`config.mk`:
```
export PLATFORM = sky130hd
export DESIGN_NAME = nibble_sequencer
export DESIGN_NICKNAME = d
export VERILOG_FILES = /design/src/rtl/nibble_sequencer.sv
export SDC_FILE = /design/constraint.sdc
export NUM_CORES = 1
export LEC_CHECK = 0
export ABC_AREA = 1
export CAP_MARGIN = 20
export CORE_UTILIZATION = 52
export CTS_CLUSTER_DIAMETER = 200
export DETAILED_ROUTE_END_ITERATION = 7
export GPL_ROUTABILITY_DRIVEN = 0
export GPL_TIMING_DRIVEN = 1
export PLACE_DENSITY = 0.8
export REMOVE_ABC_BUFFERS = 1
export SLEW_MARGIN = 20
export SYNTH_ARGS = -nofsm -noshare
export SYNTH_HDL_FRONTEND = slang
export SYNTH_SLANG_ARGS = --single-unit
```
`constraint.sdc`:
```
create_clock -name clk -period 2.3 [get_ports clk]
set_clock_uncertainty 0.05 [all_clocks]
set_input_delay 0.345 -clock clk [delete_from_list [all_inputs] [get_ports clk]]
set_output_delay 0.345 -clock clk [all_outputs]
set_load 0.02 [all_outputs]
```
`src/rtl/nibble_sequencer.sv`:
```
// rtl/nibble_sequencer.sv - multi-pass nibble index sequencer with start/done, stall and abort
module nibble_sequencer #(
   parameter int WIDTH  = 3,
   parameter int PASS_W = 2
) (
   input  logic              clk,
   input  logic              rst_n,
   input  logic              start,
   input  logic [WIDTH-1:0]  len,
   input  logic              reverse,
   input  logic [PASS_W-1:0] passes,
   input  logic              advance,
   input  logic              abort,
   output logic [WIDTH-1:0]  idx,
   output logic [PASS_W-1:0] pass_idx,
   output logic              valid,
   output logic              first,
   output logic              last,
   output logic              busy,
   output logic              done
);

   typedef enum logic {IDLE, RUN} state_t;

   state_t             state;
   logic [WIDTH-1:0]   len_q;
   logic               reverse_q;
   logic [PASS_W-1:0]  passes_q;
   logic [WIDTH-1:0]   s_val;
   logic [WIDTH-1:0]   e_val;

   // Start/end of a pass come from the latched config so live input changes cannot disturb a run.
   assign s_val = reverse_q ? len_q : '0;
   assign e_val = reverse_q ? '0 : len_q;

   assign first = valid & (idx == s_val);
   assign last  = valid & (idx == e_val);

   always_ff @(posedge clk or negedge rst_n) begin
      if (!rst_n) begin
         state     <= IDLE;
         len_q     <= '0;
         reverse_q <= 1'b0;
         passes_q  <= '0;
         idx       <= '0;
         pass_idx  <= '0;
         valid     <= 1'b0;
         busy      <= 1'b0;
         done      <= 1'b0;
      end else begin
         done <= 1'b0;
         case (state)
            IDLE: begin
               if (start && !abort) begin
                  state     <= RUN;
                  len_q     <= len;
                  reverse_q <= reverse;
                  passes_q  <= passes;
                  idx       <= reverse ? len : '0;
                  pass_idx  <= '0;
                  valid     <= 1'b1;
                  busy      <= 1'b1;
               end
            end
            RUN: begin
               if (abort) begin
                  state    <= IDLE;
                  idx      <= '0;
                  pass_idx <= '0;
                  valid    <= 1'b0;
                  busy     <= 1'b0;
               end else if (advance) begin
                  // Terminal compare happens before stepping, so len = all-ones never wraps.
                  if (idx != e_val) begin
                     idx <= reverse_q ? idx - WIDTH'(1) : idx + WIDTH'(1);
                  end else if (pass_idx != passes_q) begin
                     pass_idx <= pass_idx + PASS_W'(1);
                     idx      <= s_val;
                  end else begin
                     state    <= IDLE;
                     idx      <= '0;
                     pass_idx <= '0;
                     valid    <= 1'b0;
                     busy     <= 1'b0;
                     done     <= 1'b1;
                  end
               end
            end
            default: state <= IDLE;
         endcase
      end
   end

endmodule

```
==> implementation parameters, run 1 <==
Parameter                              Value

Cells and area
  Diodes inserted    0
  Share of the core filled with cells in the final layout    ~74%
  Share of layout cells above drive strength 1    11.5%
  Area added between synthesis and finish    26.1%
  Final #Nets    between 150 and 200

Detailed routing
  Post-detailed-route DRC marker count    0
  Final antenna-violating net count    0
  Drt initial violations    34
  Wire length after detailed routing    2090 um
  Vias    948
  Average routed wire per standard cell    11.6 um
  DR pass1 iterations    4
  Per-cell via count in the routed design    5.24

Critical path
  Ordered list of cells on the worst path    inv_2 -> nand2_1 -> nand2_1 -> nand2_2 -> nand3_4 -> nor2_1 -> dlygate4sd2_1
  Largest stage delay on the critical path    0.51 ns
  Cell type with the highest occurrence count on the critical path    sky130_fd_sc_hd__nand2_1
  Buffers plus inverters on the worst setup path    2
  Biggest fanout along the worst timing path    8
  Cells on worst reg2reg path    6
  Critical Path AT    1.68 ns
  Launch point of the worst reg-to-reg path    idx[0]
  Worst setup SP type    flip-flop
  Count of cell instances traversed by the critical path    7
  Top cell family by delay on the critical path    flip-flops
  Crit path launch    reverse_q
  Cell at the slowest stage of the critical path    sky130_fd_sc_hd__dfrtp_1
  Element type at the critical path end    primary output
  Class of the most critical setup path    reg -> out
  Required time reported for the critical path endpoint    1.90 ns

Timing
  RSZ-0062 raised after global routing    false
  Peak clock frequency supported by timing    roughly 0.48 GHz
  Worst setup slack after layout    0.228 ns
  Max-slew violations    0
  Final hold violations    0
  Transition time at the pin with the least slew margin    roughly 0.65 ns
  Worst slew margin    56.4%
  Share of the cycle needed by the critical path after routing    90.1%
  # setup viols final    0
  Worst hold margin    0.416 ns
  Crit path time final    ~2.1 ns
  Accumulated negative setup slack    0 ns

Clock tree
  Clk Tree Root Cell    sky130_fd_sc_hd__clkbuf_4
  Number of clock sinks    14
  Worst-path clk slew    0.08 ns
  Num CTS Buffers    3
  Maximum root-to-sink buffer count    2
  TritonCTS clock tree    yes
  Clock insertion delay at the later pin of the skew report    0.28 ns
  H-Tree Level Count    1

Synth
  Library cells used by synthesis    23
  Main flop type after synthesis    sky130_fd_sc_hd__dfrtp_1
  Most common cell in the netlist    sky130_fd_sc_hd__nand2_1
  Share of flip-flops with an asynchronous set or reset    100%
  Number of flops mapped to enable cells by yosys    0
  Main area contributors after synthesis    sky130_fd_sc_hd__dfrtp_1 38%, sky130_fd_sc_hd__nand2_1 21%, sky130_fd_sc_hd__inv_1 5.2%
  Leading cell types by count after synthesis    52 x sky130_fd_sc_hd__nand2_1, 14 x sky130_fd_sc_hd__dfrtp_1, 13 x sky130_fd_sc_hd__inv_1
  Mapped cell area    between 900 and 1000 um^2
  Largest area contributor in the synthesized netlist    sky130_fd_sc_hd__dfrtp_1
  Post-Synthesis Cells    135
  Fraction of the yosys area taken by sequential cells    37.6%
  Seq cells post-synth    14
  Mean area per synthesized cell    6.90 um^2
  Yosys top cell area share    approximately 38%
  Synth warnings    0

Power
  Leakage power summed over all cells    0.000587 uW
  PwrDens    832 nW/um^2
  IR Drop Worst-Case VDD    0.541 mV

Global routing
  GRT Util Overall    25.5%
  Grt total ovfl    0
  Wire length of the first global-routing pass    between 3000 and 4000 um
  Number of antenna violations at the first check in global routing    0
  Vias in the first global route    836
  Maximum number of pins on one net before global-route repair    15

Flow run
  Max cap viols    0

Placed design
  Post-place setup slack    0.261 ns
  Count of input and output buffers    20
  HPWL after detailed placement    1670 um

Floorplan
  Floorplan die area    about 2000 um^2
  Number of rows created at floorplan    14
  I/O pin total    21
  Die Width    ~44 um
  Die height    44.3 um
  Starting density of the core    58.4%
  Core outline area    1590 um^2

Worst hold path
  Class of the tightest hold or removal check    in -> async

Status
  Run status    finished, final reports clean
[cell usage in the layout, fill, tap and decap left out, types with 2 or more instances in the layout]
| cell type | count |
|---|---|
| sky130_fd_sc_hd__nor2_1 | 9 |
| sky130_fd_sc_hd__clkbuf_4 | 3 |
| sky130_fd_sc_hd__nand2_2 | 6 |
| sky130_fd_sc_hd__clkdlybuf4s50_1 | 18 |
| sky130_fd_sc_hd__nand3_1 | 9 |
| sky130_fd_sc_hd__o21ai_0 | 6 |
| sky130_fd_sc_hd__dlygate4sd2_1 | 2 |
| sky130_fd_sc_hd__o21ai_1 | 2 |
| sky130_fd_sc_hd__nand2_1 | 52 |
| sky130_fd_sc_hd__a31oi_1 | 3 |
| sky130_fd_sc_hd__a21oi_1 | 3 |
| sky130_fd_sc_hd__inv_2 | 4 |
| sky130_fd_sc_hd__nand4_1 | 3 |
| sky130_fd_sc_hd__dfrtp_1 | 14 |
| sky130_fd_sc_hd__inv_1 | 13 |
[final timing paths]
| kind | to | slack [ns] |
|---|---|---|
| max | last | 0.23 |
| min | passes_q[1] | 0.42 |
| max reg2reg | idx[2] | 0.75 |
| min reg2reg | busy | 0.50 |
| max in group asynchronous | idx[1] | 1.37 |
| min in group clk | busy | 0.50 |
[where the power goes]
part	leakage (uW)	switching (uW)	internal, uW
combinational	0.000398	274	191
sequential	0.000176	81.1	295
clock	0.0000138	75.9	60.7
total	0.000587	431	546
[cell families after synthesis]
group | after synthesis | share of synthesized area, %
DFF | 14 | 37.6
xor gates and xnor gates | 1 | 0.941
AOI/OAI and AO/OA | 16 | 9.41
buffers and inverters | 18 | 7.66
and+or+nand+nor | 85 | 42.2
adders and majority gates | 1 | 2.15
[timing repair]
action                                  CTS  global route
resized for setup                         2             0
hold endpoints to repair                  0             0
hold buffers                              0             0
buffers inserted                          0             0
endpoints found under the setup margin    2             0
[area by class of cell]
type | count | area [um^2]
multi-input combinational | 103 | 509
fill | 129 | 420
sequential | 14 | 350
timing repair buffer | 20 | 198
inverter | 17 | 63.8
tap | 24 | 30.0
clock buffer | 3 | 22.5
[metal layers]
| layer | vias up | track usage, % | routed length, um |
|---|---|---|---|
| li1 | 481 | - | - |
| met1 | 427 | 33.5 | 921 |
| met2 | 36 | 42.6 | 1050 |
| met3 | 4 | 4.90 | 113 |
| met4 | 0 | 7.88 | 8 |
| met5 | - | 0 | 0 |
[flip-flops by register name, indices dropped and copies added, names as in the netlist]
name	cells
done	1
reverse_q	1
busy	1
state	1
idx	3
passes_q	2
len_q	3
pass_idx	2
[metrics by stage]
step	cell area [um^2]	instances	total power, uW
after CTS	1170	181	980
after floorplan	923	134	681
final	1170	181	977
after detailed placement	1150	178	848
after global routing	1170	181	1060
after global placement	1150	178	839
No activity file was read; power rests on OpenSTA's default activity.
==> inputs of run 2 (changes only) <==
--- a/config.mk
+++ b/config.mk
@@ -8,10 +8,12 @@
 export ABC_AREA = 1
 export CAP_MARGIN = 20
-export CORE_UTILIZATION = 52
+export CELL_PAD_IN_SITES_DETAIL_PLACEMENT = 1
+export CELL_PAD_IN_SITES_GLOBAL_PLACEMENT = 1
+export CORE_UTILIZATION = 37
 export CTS_CLUSTER_DIAMETER = 200
 export DETAILED_ROUTE_END_ITERATION = 7
 export GPL_ROUTABILITY_DRIVEN = 0
 export GPL_TIMING_DRIVEN = 1
-export PLACE_DENSITY = 0.8
+export PLACE_DENSITY = 0.81
 export REMOVE_ABC_BUFFERS = 1
 export SLEW_MARGIN = 20
==> constraint.sdc (replaced) <==
create_clock -name clk -period 2.3 [get_ports clk]
set_clock_uncertainty 0.05 [all_clocks]
set_input_delay 0.46 -clock clk [delete_from_list [all_inputs] [get_ports clk]]
set_output_delay 0.46 -clock clk [all_outputs]
set_load 0.02 [all_outputs]
==> run 2 against run 1 <==
  * Sequential cell count unchanged
  * Largest power group unchanged
  * Critical endpoint unchanged
  * Final area increased by 1.8%
  * Setup slack got worse by 0.074 ns
==> implementation parameters, run 2 (synthesis results as in run 1) <==
Parameter                              Value

Timing
  Max-slew violations    0 (unchanged)
  Crit path time final    2.15 ns (+0.0744 ns)
  Share of the cycle needed by the critical path after routing    93.3% (+3.2 points)
  Worst slew margin    57.4% (+0.99 points)
  Accumulated negative setup slack    0 ns (unchanged)
  Worst setup slack after layout    0.154 ns (-0.0744 ns)
  Peak clock frequency supported by timing    0.466 GHz (-3.5%)
  RSZ-0062 raised after global routing    false
  Transition time at the pin with the least slew margin    0.637 ns (-0.0149 ns)
  Final hold violations    0 (unchanged)
  # setup viols final    0 (unchanged)

Floorplan
  Number of rows created at floorplan    17 (+3)
  I/O pin total    21 (unchanged)
  Starting density of the core    40.5% (-18 points)
  Die Width    52.2 um (+18%)
  Floorplan die area    2720 um^2 (+39%)
  Core outline area    2300 um^2 (+44%)
  Die height    52.2 um (+18%)

Clock tree
  Clock insertion delay at the later pin of the skew report    0.28 ns (about the same)
  Num CTS Buffers    3 (unchanged)
  H-Tree Level Count    1 (unchanged)
  Number of hold buffers added after cts    0 (unchanged)
  Setup Buffers After CTS    0 (unchanged)
  TritonCTS clock tree    yes
  Worst-path clk slew    0.08 ns (about the same)
  Clk Tree Root Cell    sky130_fd_sc_hd__clkbuf_4
  Maximum root-to-sink buffer count    2 (unchanged)
  Number of clock sinks    14 (unchanged)

Detailed routing
  DR pass1 iterations    3 (-1)
  Post-detailed-route DRC marker count    0 (unchanged)
  Final antenna-violating net count    0 (unchanged)
  Drt initial violations    7 (-79%)
  Average routed wire per standard cell    13.3 um (+15%)
  Vias    937 (-1.2%)
  Per-cell via count in the routed design    5.01 (-4.3%)
  Wire length after detailed routing    2490 um (+19%)

Cells and area
  Area added between synthesis and finish    28.4%
  Area of combinational cells with multiple inputs    509 um^2 (unchanged)
  Share of the core filled with cells in the final layout    52.0% (-22 points)
  Most frequent standard cell in the layout excluding fill and tap cells    sky130_fd_sc_hd__nand2_1
  Non-filler instance count after layout    187 (+3.3%)
  Post-route cell area    1190 um^2 (+1.8%)
  Share of layout cells above drive strength 1    13.2% (+1.7 points)
  Final #Nets    173 (+1.2%)
  Regs by FF count    idx (3), len_q (3)
  Number of fill cells in the layout    304 (+140%)
  Diodes inserted    0 (unchanged)
  Sequential cell area in the final layout    352 um^2 (+0.36%)
  Most frequent cells in the layout    52 x sky130_fd_sc_hd__nand2_1, 18 x sky130_fd_sc_hd__clkdlybuf4s50_1, 13 x sky130_fd_sc_hd__inv_1, 13 x sky130_fd_sc_hd__dfrtp_1

Critical path
  Critical R2R Capture    idx[2]
  Launch point of the worst reg-to-reg path    idx[0]
  Class of the most critical setup path    reg -> out
  Setup slack, reg-to-reg    0.65 ns (-0.10 ns)
  Worst setup SP type    flip-flop
  Cell at the slowest stage of the critical path    sky130_fd_sc_hd__dfrtp_2
  Ordered list of cells on the worst path    inv_2 -> nand3_1 -> nand2_2 -> nand3_4 -> nor2_1 -> dlygate4sd2_1
  Biggest fanout along the worst timing path    8 (unchanged)
  Element type at the critical path end    primary output
  Required time reported for the critical path endpoint    1.79 ns (-0.11 ns)
  Critical Path AT    1.64 ns (-0.04 ns)
  Cells on worst reg2reg path    6 (unchanged)
  Largest stage delay on the critical path    0.47 ns (-0.04 ns)
  Crit path launch    reverse_q

Power
  Leakage power summed over all cells    0.000595 uW (+1.4%)
  IR Drop Worst-Case VDD    0.411 mV (-24%)
  PwrDens    838 nW/um^2 (+0.71%)

Status
  Run status    finished, final reports clean

Placed design
  Count of input and output buffers    20 (unchanged)
  Post-place setup slack    0.0715 ns (-0.190 ns)
  HPWL after detailed placement    2070 um (+23%)
  Area post-placement    1170 um^2 (+1.7%)
  Post-placement cell count    184 (+3.4%)

Global routing
  Vias in the first global route    984 (+18%)
  Number of antenna violations at the first check in global routing    0 (unchanged)
  Wire length of the first global-routing pass    4320 um (+18%)
  Maximum number of pins on one net before global-route repair    15 (unchanged)
  GRT Util Overall    22.0% (-3.5 points)
  Grt total ovfl    0 (unchanged)

Worst hold path
  Worst hold path cell count    2
  Terminating pin of the worst hold path    busy
  Source of the worst hold timing path    busy
  Class of the tightest hold or removal check    reg -> reg

Flow run
  Max cap viols    0 (unchanged)
-- run 2: cell types whose count changed in the layout (fill, tap and decap cells not counted), sizes merged --
| cell | previous run | this run |
|---|---|---|
| buf | 0 | 2 |
-- run 2: critical path, delay by kind of cell, from the launching register on --
kind	cells	cell delay [ns]
buf+inv	2	0.47
flops	1	0.47
simple gates	4	0.42
-- run 2: worst max-delay path by stage --
stage                 end  slack [ns]  depth (start not counted)
global route        first        0.05                          5
CTS                 first        0.14                          5
detailed placement  first        0.07                          5
floorplan           first        0.37                          2
global placement    first         0.1                          5
finish               last        0.15                          6
-- run 2: area by class of cell --
type                       count  area share, %
tap                           28           2.93
sequential                    14           29.4
inverter                      17           5.34
clock buffer                   3           1.88
timing repair buffer          22           17.8
multi-input combinational    103           42.6
-- run 2: through the flow --
stage	total power (uW)	hold WS (ns)
after floorplan	681	0.114
after global placement	860	0.494
after detailed placement	873	0.494
after CTS	1010	0.514
after global routing	1090	0.557
final	1000	0.507
-- run 2: metal layers --
layer | GRT usage, % | share of wire [%]
met5 | 0 | 0
met4 | 7.89 | 0.56
met3 | 5.26 | 3.7
met2 | 38.0 | 51
met1 | 26.3 | 45
-- run 2: timing repair --
action,4_1_cts,5_1_grt
resized for setup,3,0
hold endpoints to repair,0,0
endpoints found under the setup margin,2,0
-- run 2: report_power, final --
group | switching (uW) | total (uW) | internal, uW
registers | 82.5 | 378 | 295
logic | 290 | 484 | 194
clock network | 79.0 | 140 | 60.7
==> inputs of run 3 (changes only) <==
- ABC_AREA: 1 -> 0
- CORE_MARGIN: unset -> 5
- CORE_UTILIZATION: 37 -> 25
- PLACE_DENSITY: 0.81 -> 0.55
==> run 3 against run 2 <==
  * The flow now finishes with violations (setup timing)
  * Final area is 5.2% higher
  * Register-to-register slack got worse by 0.47 ns
  * Clock-buffer cell count stayed put
  * Die area increased by 77%
==> implementation parameters, run 3 <==
Parameter                              Value

Flow run
  Max cap viols    0 (unchanged)

Detailed routing
  Average routed wire per standard cell    15.0 um (+13%)
  Drt initial violations    30 (+23)
  Top layer used by detailed routing    met4
  Post-detailed-route DRC marker count    0 (unchanged)
  DR pass1 iterations    2 (-1)
  Length of routed wiring on met1    1140 um (+1.2%)
  Routed wl met2    1210 um (-4.0%)
  Wire length on met3    105 um (+15%)
  Final antenna-violating net count    0 (unchanged)
  Wire length after detailed routing    2510 um (+0.64%)
  Per-cell via count in the routed design    4.81 (-4.0%)
  Vias    803 (-14%)

Clock tree
  Clk Tree Root Cell    sky130_fd_sc_hd__clkbuf_4
  Number of clock sinks    14 (unchanged)
  Worst-path clk slew    0.09 ns (about the same)
  Clock insertion delay at the later pin of the skew report    0.28 ns (about the same)
  Number of hold buffers added after cts    0 (unchanged)
  Num CTS Buffers    3 (unchanged)
  Maximum root-to-sink buffer count    2 (unchanged)
  H-Tree Level Count    1 (unchanged)
  TritonCTS clock tree    yes

Synth
  Yosys top cell area share    39.7% (+2.1 points)
  Mapped cell area    882 um^2 (-5.2%)
  Main area contributors after synthesis    sky130_fd_sc_hd__dfrtp_1 40%, sky130_fd_sc_hd__mux2_2 7.7%, sky130_fd_sc_hd__xnor2_1 5.0%
  Xor/xnor cell area share of the yosys netlist    4.96% (+4.0 points)
  Compound-gate portion of the synthesized area    18.4% (+9.0 points)
  Mean area per synthesized cell    10.0 um^2 (+45%)
  Leading cell types by count after synthesis    14 x sky130_fd_sc_hd__dfrtp_1, 8 x sky130_fd_sc_hd__nor2_1, 6 x sky130_fd_sc_hd__mux2_2
  Share of flip-flops with an asynchronous set or reset    100% (unchanged)
  Synth warnings    0 (unchanged)
  Main combinational cell family by area after synthesis    simple AND/OR/NAND/NOR gates
  Seq cells post-synth    14 (unchanged)
  Number of flops mapped to enable cells by yosys    0 (unchanged)
  Library cells used by synthesis    37 (+61%)
  Main flop type after synthesis    sky130_fd_sc_hd__dfrtp_1
  Multiplexer fraction of the synthesized cell area    11.6% (+12 points)
  Fraction of the mapped netlist area in adder cells    2.27% (+0.12 points)
  Most common cell in the netlist    sky130_fd_sc_hd__dfrtp_1
  Largest area contributor in the synthesized netlist    sky130_fd_sc_hd__dfrtp_1
  Post-Synthesis Cells    88 (-35%)
  Fraction of the yosys area taken by sequential cells    39.7% (+2.1 points)
  Area share of and/or/nand/nor cells after synthesis    19.0% (-23 points)

Cells and area
  Most frequent standard cell in the layout excluding fill and tap cells    sky130_fd_sc_hd__clkdlybuf4s50_1
  Most frequent cells in the layout    18 x sky130_fd_sc_hd__clkdlybuf4s50_1, 14 x sky130_fd_sc_hd__dfrtp_1, 14 x sky130_fd_sc_hd__buf_4, 8 x sky130_fd_sc_hd__nor2_1, 6 x sky130_fd_sc_hd__mux2_2
  Area added between synthesis and finish    42.6%
  Post-route cell area    1260 um^2 (+5.2%)
  Regs by FF count    idx (3), len_q (3)
  Final #Nets    135 (-22%)
  Diodes inserted    0 (unchanged)
  Share of layout cells above drive strength 1    28.1% (+15 points)
  Area of combinational cells with multiple inputs    512 um^2 (+0.49%)
  Number of fill cells in the layout    397 (+31%)
  Sequential cell area in the final layout    350 um^2 (-0.36%)

Timing
  Transition time at the pin with the least slew margin    0.660 ns (+0.0228 ns)
  RSZ-0062 raised after global routing    true
  Accumulated negative setup slack    -0.0328 ns (-0.0328 ns)
  Max-slew violations    0 (unchanged)
  Peak clock frequency supported by timing    0.429 GHz (-8.0%)
  Worst slew margin    55.9% (-1.5 points)
  Final hold violations    0 (unchanged)
  Share of the cycle needed by the critical path after routing    101% (+8.1 points)
  Worst setup slack after layout    -0.0328 ns (-0.187 ns)
  Crit path time final    2.33 ns (+0.187 ns)
  # setup viols final    1 (+1)
  Worst hold margin    0.486 ns (-0.0216 ns)

Floorplan
  Die Width    69.4 um (+33%)
  Floorplan die area    4820 um^2 (+77%)
  I/O pin total    21 (unchanged)
  Core outline area    3390 um^2 (+48%)
  Starting density of the core    26.0% (-14 points)
  Die height    69.4 um (+33%)
  Number of rows created at floorplan    21 (+4)

Global routing
  Maximum number of pins on one net before global-route repair    15 (unchanged)
  Vias in the first global route    891 (-9.5%)
  Grt total ovfl    0 (unchanged)
  GRT Util Overall    10.9% (-11 points)
  Number of antenna violations at the first check in global routing    0 (unchanged)
  Wire length of the first global-routing pass    4290 um (-0.65%)

Critical path
  Critical Path AT    1.82 ns (+0.18 ns)
  Worst setup SP type    flip-flop
  Element type at the critical path end    primary output
  Required time reported for the critical path endpoint    1.79 ns (about the same)
  Class of the most critical setup path    reg -> out
  Biggest fanout along the worst timing path    2 (-6)

Worst hold path
  Class of the tightest hold or removal check    reg -> reg

Placed design
  Area post-placement    1210 um^2 (+2.8%)
  HPWL after detailed placement    2010 um (-2.9%)
  Count of input and output buffers    20 (unchanged)

Power
  IR Drop Worst-Case VDD    0.304 mV (-26%)
  Leakage power summed over all cells    0.000517 uW (-13%)
  PwrDens    995 nW/um^2 (+19%)

Status
  Run status    finished with violations
  Failing checks    setup timing
-- run 3: cell count changes after synthesis, sizes merged, moves of 3 or more --
cell and delta:
mux2 +7, nand2 -55, xnor2 +5, nor2b +3, nand3 -8, nor2 -3
inv -12
-- run 3: cell families (layout without fill, tap and decap cells) --
logic type | after synthesis | count (layout)
AND/OR/NAND/NOR | 29 | 29
AO/OA/AOI/OAI | 22 | 22
flip-flops | 14 | 14
multiplexers | 9 | 9
buffers and inverters | 8 | 41
XOR/XNOR | 5 | 5
adder cells (fa/ha/maj) | 1 | 1
-- run 3: layout make-up --
class	instances	area share, %
multi-input combinational	66	40.7
sequential	14	27.9
timing repair buffer	33	23.6
tap	46	4.58
clock buffer	3	1.79
inverter	5	1.49
-- run 3: final timing paths --
| path | end | start | cells past startpoint | slack [ns] |
|---|---|---|---|---|
| setup / recovery | last | reverse_q | 5 | -0.03 |
| hold / removal | passes_q[0] | passes_q[0] | 1 | 0.49 |
| setup reg to reg | pass_idx[0] | reverse_q | 8 | 0.18 |
| hold reg to reg | passes_q[0] | passes_q[0] | 1 | 0.49 |
| max in group asynchronous | idx[2] | rst_n | 1 | 1.25 |
| min in group asynchronous | passes_q[0] | rst_n | 1 | 0.53 |
-- run 3: power by group --
group	internal, uW	switching, uW	leakage [uW]
combinational	381	363	0.000327
clock	60.8	80.0	0.0000138
sequential	303	63.5	0.000176
total	745	506	0.000517
-- run 3: metal layers --
metal	track usage (%)	vias up
li1	-	380
met5	0	-
met1	13.6	396
met3	2.03	6
met4	3.90	0
met2	18.5	21
-- run 3: what timing repair did --
item,CTS,global route
setup endpoints to repair,2,2
buffers inserted,0,2
resized for setup,8,6
pin swaps,1,2
-- run 3: critical path, cell delays in order, from the launching register on --
cell,delay [ns]
sky130_fd_sc_hd__dfrtp_1,0.39
sky130_fd_sc_hd__nand2b_4,0.14
sky130_fd_sc_hd__or4b_4,0.55
sky130_fd_sc_hd__a31oi_4,0.20
sky130_fd_sc_hd__and2_4,0.16
sky130_fd_sc_hd__buf_6,0.11
-- run 3: per-stage QoR --
step,setup WS [ns],cells,power [uW],utilization (%)
global placement,-0.142,162,1070,35.6
CTS,-0.00999,165,1230,36.3
finish,-0.0328,167,1250,37.1
floorplan,0.0612,85,765,-
global route,-0.0937,167,1350,37.1
detailed placement,-0.178,162,1080,35.6
